**config.mk**
```make
export PLATFORM = sky130hd
export DESIGN_NAME = sdram_port_arb
export DESIGN_NICKNAME = d
export VERILOG_FILES = /design/src/rtl/sdram_port_arb.sv
export SDC_FILE = /design/constraint.sdc
export NUM_CORES = 1
export LEC_CHECK = 0
export BUFFER_PORTS_ARGS = -buffer_cell sky130_fd_sc_hd__buf_4
export CAP_MARGIN = 15
export CORE_AREA = 2 2 119 121
export DETAILED_ROUTE_END_ITERATION = 7
export DIE_AREA = 0 0 121 123
export PLACE_DENSITY = 0.75
export SLEW_MARGIN = 20
export SYNTH_ARGS = -nofsm -noshare
export SYNTH_HDL_FRONTEND = slang
export SYNTH_SLANG_ARGS = --single-unit
```
**constraint.sdc**
```tcl
create_clock -name clk -period 3.4 [get_ports clk]
set_clock_uncertainty 0.15 [all_clocks]
set_input_delay 0.68 -clock clk [delete_from_list [all_inputs] [get_ports clk]]
set_output_delay 0.68 -clock clk [all_outputs]
set_load 0.1 [all_outputs]
```
**src/rtl/sdram_port_arb.sv**
```systemverilog
// Arbitrates N toggle-handshake clients onto one toggle-handshake SDRAM controller port.
// Define SDRAM_ARB_RR_EN for round-robin selection; otherwise fixed priority (lowest index wins).
module sdram_port_arb #(
  parameter int N  = 4,
  parameter int AW = 23,
  parameter int DW = 16,
  localparam int IW = (N > 1) ? $clog2(N) : 1
) (
  input  logic            clk,
  input  logic            init_n,
  input  logic [N-1:0]    c_req,
  output logic [N-1:0]    c_ack,
  input  logic [N-1:0]    c_we,
  input  logic [N*AW-1:0] c_addr,
  input  logic [2*N-1:0]  c_ds,
  input  logic [N*DW-1:0] c_d,
  output logic [N*DW-1:0] c_q,
  output logic            mem_req,
  input  logic            mem_ack,
  output logic            mem_we,
  output logic [AW-1:0]   mem_a,
  output logic [1:0]      mem_ds,
  output logic [DW-1:0]   mem_d,
  input  logic [DW-1:0]   mem_q,
  output logic [IW-1:0]   grant,
  output logic            busy
);

  typedef enum logic {IDLE, WAIT} state_e;

  state_e          state_q;
  logic [N-1:0]    c_ack_q;
  logic [N*DW-1:0] c_q_q;
  logic            mem_req_q;
  logic            mem_we_q;
  logic [AW-1:0]   mem_a_q;
  logic [1:0]      mem_ds_q;
  logic [DW-1:0]   mem_d_q;
  logic [IW-1:0]   grant_q;
  logic            busy_q;
  logic [IW-1:0]   rr_q;

  logic [N-1:0]    pend;
  logic            any_pend;
  logic            done;
  logic [IW-1:0]   win_d;
  logic [IW-1:0]   rr_d;

  assign pend     = c_req ^ c_ack_q;
  assign any_pend = |pend;
  assign done     = (mem_ack == mem_req_q);
  assign rr_d     = (grant_q == IW'(N - 1)) ? '0 : grant_q + 1'b1;

  // Descending scan so the candidate closest to the search start is written last and wins.
  always_comb begin
    win_d = '0;
`ifdef SDRAM_ARB_RR_EN
    for (int k = N - 1; k >= 0; k--) begin
      if (int'(rr_q) + k < N) begin
        if (pend[int'(rr_q) + k]) win_d = IW'(int'(rr_q) + k);
      end else if (pend[int'(rr_q) + k - N]) begin
        win_d = IW'(int'(rr_q) + k - N);
      end
    end
`else
    for (int k = N - 1; k >= 0; k--) begin
      if (pend[k]) win_d = IW'(k);
    end
`endif
  end

  always_ff @(posedge clk or negedge init_n) begin
    if (!init_n) begin
      state_q   <= IDLE;
      c_ack_q   <= '0;
      c_q_q     <= '0;
      mem_req_q <= 1'b0;
      mem_we_q  <= 1'b0;
      mem_a_q   <= '0;
      mem_ds_q  <= '0;
      mem_d_q   <= '0;
      grant_q   <= '0;
      busy_q    <= 1'b0;
      rr_q      <= '0;
    end else begin
      rr_q <= (state_q == WAIT && done) ? rr_d : rr_q;
      case (state_q)
        IDLE: begin
          if (any_pend) begin
            mem_we_q  <= c_we[win_d];
            mem_a_q   <= c_addr[win_d*AW +: AW];
            mem_ds_q  <= c_ds[win_d*2 +: 2];
            mem_d_q   <= c_d[win_d*DW +: DW];
            mem_req_q <= ~mem_req_q;
            grant_q   <= win_d;
            busy_q    <= 1'b1;
            state_q   <= WAIT;
          end
        end
        WAIT: begin
          // Completion returns to IDLE only, so a new issue needs at least one more edge.
          if (done) begin
            if (!mem_we_q) c_q_q[grant_q*DW +: DW] <= mem_q;
            c_ack_q[grant_q] <= c_req[grant_q];
            busy_q           <= 1'b0;
            state_q          <= IDLE;
          end
        end
        default: state_q <= IDLE;
      endcase
    end
  end

  assign c_ack   = c_ack_q;
  assign c_q     = c_q_q;
  assign mem_req = mem_req_q;
  assign mem_we  = mem_we_q;
  assign mem_a   = mem_a_q;
  assign mem_ds  = mem_ds_q;
  assign mem_d   = mem_d_q;
  assign grant   = grant_q;
  assign busy    = busy_q;

endmodule

```
==> metrics.md, run 1 <==
| Metric | Value |
|---|---|
| Type of the worst min-delay path | in2async |
| Outcome | completed |
| Sum Neg Setup Slack | 0 ns |
| First-pass GRT wire length | 30110 µm |
| # port buffers | 304 |
| DR iter-0 viols | 561 |
| Register area share after synthesis | 50.75% |
| CTS root buffer | clkbuf_16 |
| Max Clk Rate | 0.3578 GHz |
| Clock Latency Late Sink | 0.41 ns |
| Clk buf depth | 2 |
| Slew @ Worst Pin | 0.8184 ns |
| CTS tree | done |
| RSZ-0062 raised after global routing | false |
| Layout area overhead | 54.83% |
| N_diodes | 0 |
| Initial core utilization | 41.66% |
| Post-synth cell types | 27 |
| Core ar. | 0.01361 mm² |
| Cell area after synthesis | 0.005670 mm² |
| # IOs | 305 |
| Remaining DRCs | 0 |
| Setup Viol. Count Final | 0 |
| Syn nets | 790 |
| CP Data Arrival Time | 2.99 ns |
| GRT Residual Overflow | 0 |
| NumNets Final | 1077 |
| Crit share post-route | 82.21% |
| Final WL | 19930 µm |
| Resized cells post-CTS | 0 |
| Maximum level of the CTS H-tree | 4 |
| Pin count of the biggest net entering global routing | 73 |
| Vias in the first global route | 5568 |
| Crit Path Class | reg2reg |
| Layout cells sized above 1 | 41.01% |
| CTS clk-pin slew, worst paths | 0.06 ns |
| Syn Inst Count | 591 |
| First-pass DRT Iterations | 5 |
| Setup crit start kind | register |
| Period minus WS final | 2.795 ns |
| Critical Path RT | 3.60 ns |
| DPL Wire Length | 14700 µm |
| Initial antenna violation count | 0 |
| Die area | 0.01488 mm² |
| Synth Warn # | 0 |
| Final Hold Viols | 0 |
| All-Layer GR Usage | 26.58% |
| Synthesized flop and latch total | 115 |
| Syn_area_per_cell | 9.595 µm² |
| Rel. slew slack | 45.21% |
| Fillers | 1163 |
| DR vias | 5804 |
| Max Slew Vio Count | 0 |
| Die Width | 121 µm |
| CP cell instances | inv_1, ha_1, nand4b_2, nor4b_4, a22o_1 |
| ANT nets after route | 0 |
| Crit end category | register |
| Post-CTS setup buffer count | 0 |
| Core Rows | 43 |
| Cts hold-fix bufs | 0 |
| MaxCap Viol Count | 0 |
| Critical path's slowest cell | nor4b_4 |
| Via-to-Cell Ratio | 5.424 |
| Placer Congestion | 0.8910 |
| Num CTS Buffers | 17 |
| Crit-path max cell delay | 0.87 ns |
| Avg WL per Cell | 18.63 µm |
| Crit-path max FO | 17 |
| Die height | 123 µm |
| Sink Count | 115 |
==> flip-flops by register name (all words and copies together), names as in the netlist <==
name and cells:
mem_req 1, mem_d 16, mem_a 23, grant 2, state_q 1, busy 1, mem_ds 2, c_q 64
mem_we 1, c_ack 4
==> final timing paths <==
path / from / to / slack (ns) / depth (start not counted)
setup / recovery: grant[0] / c_q[13] / 0.60 / 5
hold / removal: init_n / c_q[27] / 0.15 / 1
setup reg to reg: grant[0] / c_q[13] / 0.60 / 5
hold reg to reg: mem_a[4] / mem_a[4] / 0.33 / 2
max in group asynchronous: init_n / mem_a[21] / 2.16 / 2
min in group clk: mem_a[4] / mem_a[4] / 0.33 / 2
==> worst max-delay path: cells and delay by family, from the launching register on <==
family	cells	cell delay, ns
compound gates	1	0.25
flops	1	0.53
buf+inv	1	0.25
fa+ha+maj	1	0.25
simple gates	2	1.30
==> final cells by class <==
| cell class | count | area (µm²) | share of cell area (%) |
|---|---|---|---|
| well taps | 180 | 225.2 | 2.565 |
| clock inverters | 11 | 127.6 | 1.454 |
| flip-flops and latches | 115 | 2878 | 32.78 |
| inverters | 55 | 206.4 | 2.351 |
| clock buffers | 20 | 466.7 | 5.316 |
| multi-input cells | 371 | 2439 | 27.78 |
| repair buffers | 318 | 2437 | 27.76 |
==> cell families after synthesis <==
logic type	count (synthesis)	share of synthesized area, %
muxes	5	1.191
xor gates and xnor gates	10	1.677
DFF	115	50.75
adders and majority gates	8	1.765
buffers and inverters	105	7.127
AOI/OAI and AO/OA	198	23.61
and+or+nand+nor	150	13.88
==> layer usage <==
| metal | share of wire, % | global-route usage, % |
|---|---|---|
| met1 | 40 | 32.43 |
| met2 | 49 | 44.52 |
| met3 | 8.0 | 6.780 |
| met4 | 3.5 | 11.92 |
| met5 | 0 | 0 |
==> metrics by stage <==
stage               hold WS, ns  setup slack (ns)  cells  instance area, µm²  utilization (%)
detailed placement       0.3182            0.6505   1039                8185            60.13
global placement         0.3126            0.6305   1039                8185            60.13
finish                   0.1457            0.6048   1070                8780            64.50
floorplan                0.2344            0.3811    591                5670                -
global route             0.1941            0.4231   1070                8780            64.50
CTS                      0.1612            0.6198   1070                8780            64.50
==> synthesized netlist by cell type <==
library cell    n  share of area (%)
a21oi_1        46                4.1
a22o_1         16                2.5
and3_1          2               0.22
buf_2           8               0.71
clkbuf_1       42                2.8
dfrtp_1       115                 51
ha_1            8                1.8
inv_1          55                3.6
mux2_2          4               0.79
mux4_2          1               0.40
nand2_1        47                3.1
nand3_1        49                4.3
nand4_1         1               0.11
nand4b_2        1               0.26
nor2_1          2               0.13
nor4_1          3               0.33
nor4_2          1               0.22
nor4b_4         1               0.42
o21ai_0        49                4.3
o21ai_1         1              0.088
o221ai_1       42                6.5
o31ai_1        43                5.7
o41ai_4         1               0.49
or3_1          43                4.7
xnor2_1         5               0.77
xor2_1          4               0.62
xor2_2          1               0.29
==> cell usage in the layout, fill, tap and decap left out, types with 3 or more instances in the layout <==
master / netlist / layout
clkbuf_16: 0 / 17
a21oi_1: 46 / 46
nor4_2: 1 / 4
buf_12: 0 / 4
clkbuf_8: 0 / 3
mux2_2: 4 / 4
buf_4: 0 / 314
or3_1: 43 / 43
dfrtp_1: 115 / 115
o221ai_1: 42 / 42
inv_1: 55 / 55
ha_1: 8 / 8
xor2_1: 4 / 4
a22o_1: 16 / 16
nand2_1: 47 / 47
nand3_1: 49 / 48
o31ai_1: 43 / 43
clkinvlp_4: 0 / 6
xnor2_1: 5 / 3
o21ai_0: 49 / 49
Power of run 1 is left out: the tool's default activity adds up to more than one toggle a clock period on the data nets, which glitch-free logic cannot reach.
==> run 2, diff against run 1 <==
==> constraint.sdc (replaced) <==
create_clock -name clk -period 2.92 [get_ports clk]
set_clock_uncertainty 0.15 [all_clocks]
set_input_delay 0.584 -clock clk [delete_from_list [all_inputs] [get_ports clk]]
set_output_delay 0.584 -clock clk [all_outputs]
set_load 0.1 [all_outputs]
==> metrics.md, run 2 (synthesized netlist as in run 1, its figures left out) <==
| Metric | Value |
|---|---|
| Outcome | completed |
| First-pass GRT wire length | 30040 µm |
| CTS tree | done |
| Max Clk Rate | 0.4025 GHz |
| # port buffers | 304 |
| Via-to-Cell Ratio | 5.385 |
| Core Rows | 43 |
| Sum Neg Setup Slack | 0 ns |
| DR vias | 5789 |
| Avg WL per Cell | 18.09 µm |
| Slew @ Worst Pin | 0.9954 ns |
| First-pass DRT Iterations | 5 |
| CP Data Arrival Time | 2.63 ns |
| Rel. slew slack | 33.54% |
| Crit Path Class | reg2reg |
| Sink Count | 115 |
| Setup Viol. Count Final | 0 |
| Inst Count DP | 1043 |
| Remaining DRCs | 0 |
| # IOs | 305 |
| Initial core utilization | 41.66% |
| ANT nets after route | 0 |
| Layout cells sized above 1 | 41.34% |
| Crit share post-route | 85.09% |
| DPL Wire Length | 14660 µm |
| Placer Congestion | 0.8898 |
| Commonest non-fill, non-tap cell in the layout | buf_4 |
| Maximum level of the CTS H-tree | 4 |
| Pin count of the biggest net entering global routing | 59 |
| DR iter-0 viols | 424 |
| MaxCap Viol Count | 0 |
| Cts hold-fix bufs | 0 |
| Type of the worst min-delay path | in2async |
| Die height | 123 µm |
| Critical Path RT | 3.06 ns |
| Core ar. | 0.01361 mm² |
| Post-route cell area | 0.008825 mm² |
| Period minus WS final | 2.485 ns |
| Layout area overhead | 55.63% |
| Resized cells post-CTS | 0 |
| Clock Latency Late Sink | 0.40 ns |
| Pre-CTS setup slack | 0.2918 ns |
| Setup crit start kind | register |
| All-Layer GR Usage | 26.31% |
| Most frequent cells in the layout | 320 x buf_4, 114 x dfrtp_1, 55 x inv_1 |
| NumNets Final | 1081 |
| GRT Residual Overflow | 0 |
| Post-Layout Cell Count | 1075 |
| Final WL | 19450 µm |
| PnR worst setup slack | 0.4354 ns |
| Initial antenna violation count | 0 |
| CTS clk-pin slew, worst paths | 0.06 ns |
| Num CTS Buffers | 17 |
| Die area | 0.01488 mm² |
| Post-CTS setup buffer count | 0 |
| Crit end category | register |
| RSZ-0062 raised after global routing | false |
| Crit-path max FO | 54 |
| N_diodes | 0 |
| Clk buf depth | 2 |
| Die Width | 121 µm |
| Max Slew Vio Count | 0 |
| Vias in the first global route | 5743 |
| Placed instance area | 0.008192 mm² |
| CTS root buffer | clkbuf_16 |
| Largest register FFs | 64 |
| Final Hold Viols | 0 |
==> run 2: changes by cell type in the layout (fill, tap and decap cells not counted), moves of 2 or more <==
cell and delta:
buf_12 -2, buf_4 +6, clkinv_2 +2, clkinvlp_4 -4
bufinv_16 +2
==> run 2: worst max-delay path, stage by stage (launching register included) <==
cell and delay, ns:
dfrtp_1 0.54, xor2_4 0.83, o41ai_4 0.17, buf_4 0.32, o31ai_1 0.32
==> run 2: stage by stage <==
stage	hold WS (ns)	utilization (%)
3_3_place_gp	0.3134	60.18
2_1_floorplan	0.1384	-
3_5_place_dp	0.3173	60.18
5_1_grt	0.1521	64.83
6_report	0.09171	64.83
4_1_cts	0.1222	64.83
==> run 2: cell type report <==
type                            count  area, µm²
Clock inverter                     12      176.4
Tap cell                          180      225.2
Inverter                           55      206.4
Sequential cell                   115       2879
Multi-Input combinational cell    371       2439
Clock buffer                       20      456.7
Timing Repair Buffer              322       2442
Fill cell                        1187       4787
==> run 2: worst paths after layout <==
path	startpoint	end	slack, ns	depth (start not counted)
max	c_ack[0]	mem_a[16]	0.44	4
min	init_n	c_q[28]	0.09	1
max reg2reg	c_ack[0]	mem_a[16]	0.44	4
min reg2reg	mem_d[0]	mem_d[0]	0.33	2
max in group asynchronous	init_n	c_q[32]	1.79	2
min in group clk	mem_q[3]	c_q[3]	0.29	2
==> run 2: layer usage <==
layer,global-route usage [%],share of wire [%],up-vias
li1,-,-,2739
met1,31.72,39,2768
met2,43.79,50,242
met3,7.334,7.8,40
met4,12.35,3.5,0
met5,0,0,-
Power of run 2 is left out for the same reason.
==> run 3, diff against run 2 <==
--- a/config.mk
+++ b/config.mk
@@ -6,7 +6,7 @@
 export NUM_CORES = 1
 export LEC_CHECK = 0
 export BUFFER_PORTS_ARGS = -buffer_cell sky130_fd_sc_hd__buf_4
-export CAP_MARGIN = 15
+export CAP_MARGIN = 10
 export CORE_AREA = 2 2 119 121
 export DETAILED_ROUTE_END_ITERATION = 7
 export DIE_AREA = 0 0 121 123
==> constraint.sdc (replaced) <==
create_clock -name clk -period 2.92 [get_ports clk]
set_clock_uncertainty 0.15 [all_clocks]
set_input_delay 0.146 -clock clk [delete_from_list [all_inputs] [get_ports clk]]
set_output_delay 0.146 -clock clk [all_outputs]
set_load 0.1 [all_outputs]
==> metrics.md, run 3 (synthesized netlist as in run 1, its figures left out) <==
| Metric | Value |
|---|---|
| Outcome | completed |
| Remaining DRCs | 0 |
| Clock Latency Late Sink | 0.41 ns |
| Die Width | 121 µm |
| Clk buf depth | 2 |
| Pin count of the biggest net entering global routing | 71 |
| Core ar. | 0.01361 mm² |
| Crit Path Class | reg2reg |
| Period minus WS final | 2.757 ns |
| First-pass DRT Iterations | 7 |
| Final Hold Viols | 0 |
| Setup Viol. Count Final | 0 |
| RSZ-0062 raised after global routing | false |
| GRT Residual Overflow | 0 |
| Most frequent cells in the layout | 320 x buf_4, 114 x dfrtp_1, 102 x dlygate4sd3_1 |
| Layout cells sized above 1 | 37.54% |
| Largest register FFs | 64 |
| DPL Wire Length | 14500 µm |
| Die area | 0.01488 mm² |
| Critical Path RT | 3.11 ns |
| Sink Count | 115 |
| N_diodes | 0 |
| Hold Path Origin | c_req[2] |
| Max Clk Rate | 0.3627 GHz |
| CP bufs+invs | 2 |
| Num CTS Buffers | 17 |
| Maximum level of the CTS H-tree | 4 |
| Core Rows | 43 |
| Rel. slew slack | 46.37% |
| Sum Neg Setup Slack | 0 ns |
| NumNets Final | 1185 |
| Setup crit start kind | register |
| Max Slew Vio Count | 0 |
| Post-CTS setup buffer count | 0 |
| MaxCap Viol Count | 0 |
| Worst R2R Path Depth | 6 |
| RR Endpoint | mem_d[2] |
| Crit end category | register |
| Largest delay share family, worst path | buffers and inverters |
| # port buffers | 304 |
| CP cell instances | xor2_1, or3_4, buf_4, a21oi_1, o31ai_1, dlygate4sd3_1 |
| Hold Crit Depth | 4 |
| Commonest non-fill, non-tap cell in the layout | buf_4 |
| Post-Layout Cell Count | 1179 |
| Inst Count DP | 1044 |
| First-pass GRT wire length | 33490 µm |
| Crit share post-route | 94.43% |
| CTS tree | done |
| Worst Hold End | grant[0] |
| Crit-path max FO | 33 |
| Die height | 123 µm |
| Initial core utilization | 41.66% |
| Layout area overhead | 74.01% |
| All-Layer GR Usage | 29.25% |
| Via-to-Cell Ratio | 5.497 |
| Crit-path max cell delay | 0.59 ns |
| Vias in the first global route | 6401 |
| Initial antenna violation count | 0 |
| DR vias | 6481 |
| # IOs | 305 |
| ANT nets after route | 0 |
| Slew @ Worst Pin | 0.8038 ns |
| RR Startpoint | c_ack[3] |
| CTS root buffer | clkbuf_16 |
| Type of the worst min-delay path | in2reg |
| CTS clk-pin slew, worst paths | 0.06 ns |
| Avg WL per Cell | 18.85 µm |
| Placer Congestion | 0.9222 |
| Critical path's slowest cell | dlygate4sd3_1 |
| Worst path depth | 6 |
| Final WL | 22230 µm |
| R2R setup slack | 0.16 ns |
| DR iter-0 viols | 560 |
| CP Data Arrival Time | 2.95 ns |
==> run 3: cell count changes in the layout (fill, tap and decap cells not counted), sizes merged <==
cell / delta
clkinv: +3
clkbuf: -3
bufinv: -1
buf: +1
dlygate4sd3: +102
xor2: +1
inv: +1
==> run 3: layout make-up <==
| class | instances | area (µm²) |
|---|---|---|
| fill | 993 | 3745 |
| timing repair buffer | 425 | 3475 |
| sequential | 115 | 2879 |
| multi-input combinational | 372 | 2475 |
| clock buffer | 17 | 425.4 |
| tap | 180 | 225.2 |
| inverter | 55 | 206.4 |
| clock inverter | 15 | 181.4 |
==> run 3: repair_timing <==
item | in CTS | in global routing
hold buffers | 102 | 0
gates resized for setup | 0 | 4
endpoints found under the hold margin | 152 | 0
endpoints found under the setup margin | 0 | 35
==> run 3: stage by stage <==
step	cell area, µm²	util [%]	hold WS [ns]	setup slack [ns]
3_3_place_gp	8199	60.24	0.04813	0.7074
4_1_cts	9827	72.19	0.02247	0.07792
2_1_floorplan	5672	-	-0.2996	0.07701
5_1_grt	9867	72.49	0.09889	0.02626
6_report	9867	72.49	0.03680	0.1625
3_5_place_dp	8199	60.24	0.04754	0.5972
==> run 3: how the worst max path moves through the flow <==
stage                        start         to  slack [ns]
final                     c_ack[3]   mem_d[2]        0.16
after global routing      c_ack[3]   mem_a[3]        0.03
after CTS                 c_ack[3]  mem_d[15]        0.08
after detailed placement  c_ack[3]  mem_d[14]        0.60
after global placement    c_ack[0]  mem_d[13]        0.71
after floorplan           grant[1]    c_q[55]        0.08
==> run 3: per-layer routing <==
layer,part of all wire [%],global-route usage [%]
met1,38,34.20
met2,49,49.16
met3,7.7,7.426
met4,5.1,16.50
met5,0,0
==> run 3: worst reg2reg max path: cells and delay by family (launching register included) <==
family	cells	cell delay, ns
compound gates	2	0.42
xor+xnor	1	0.44
flops	1	0.39
simple gates	1	0.31
buf+inv	2	0.98
Power of run 3 is left out for the same reason.
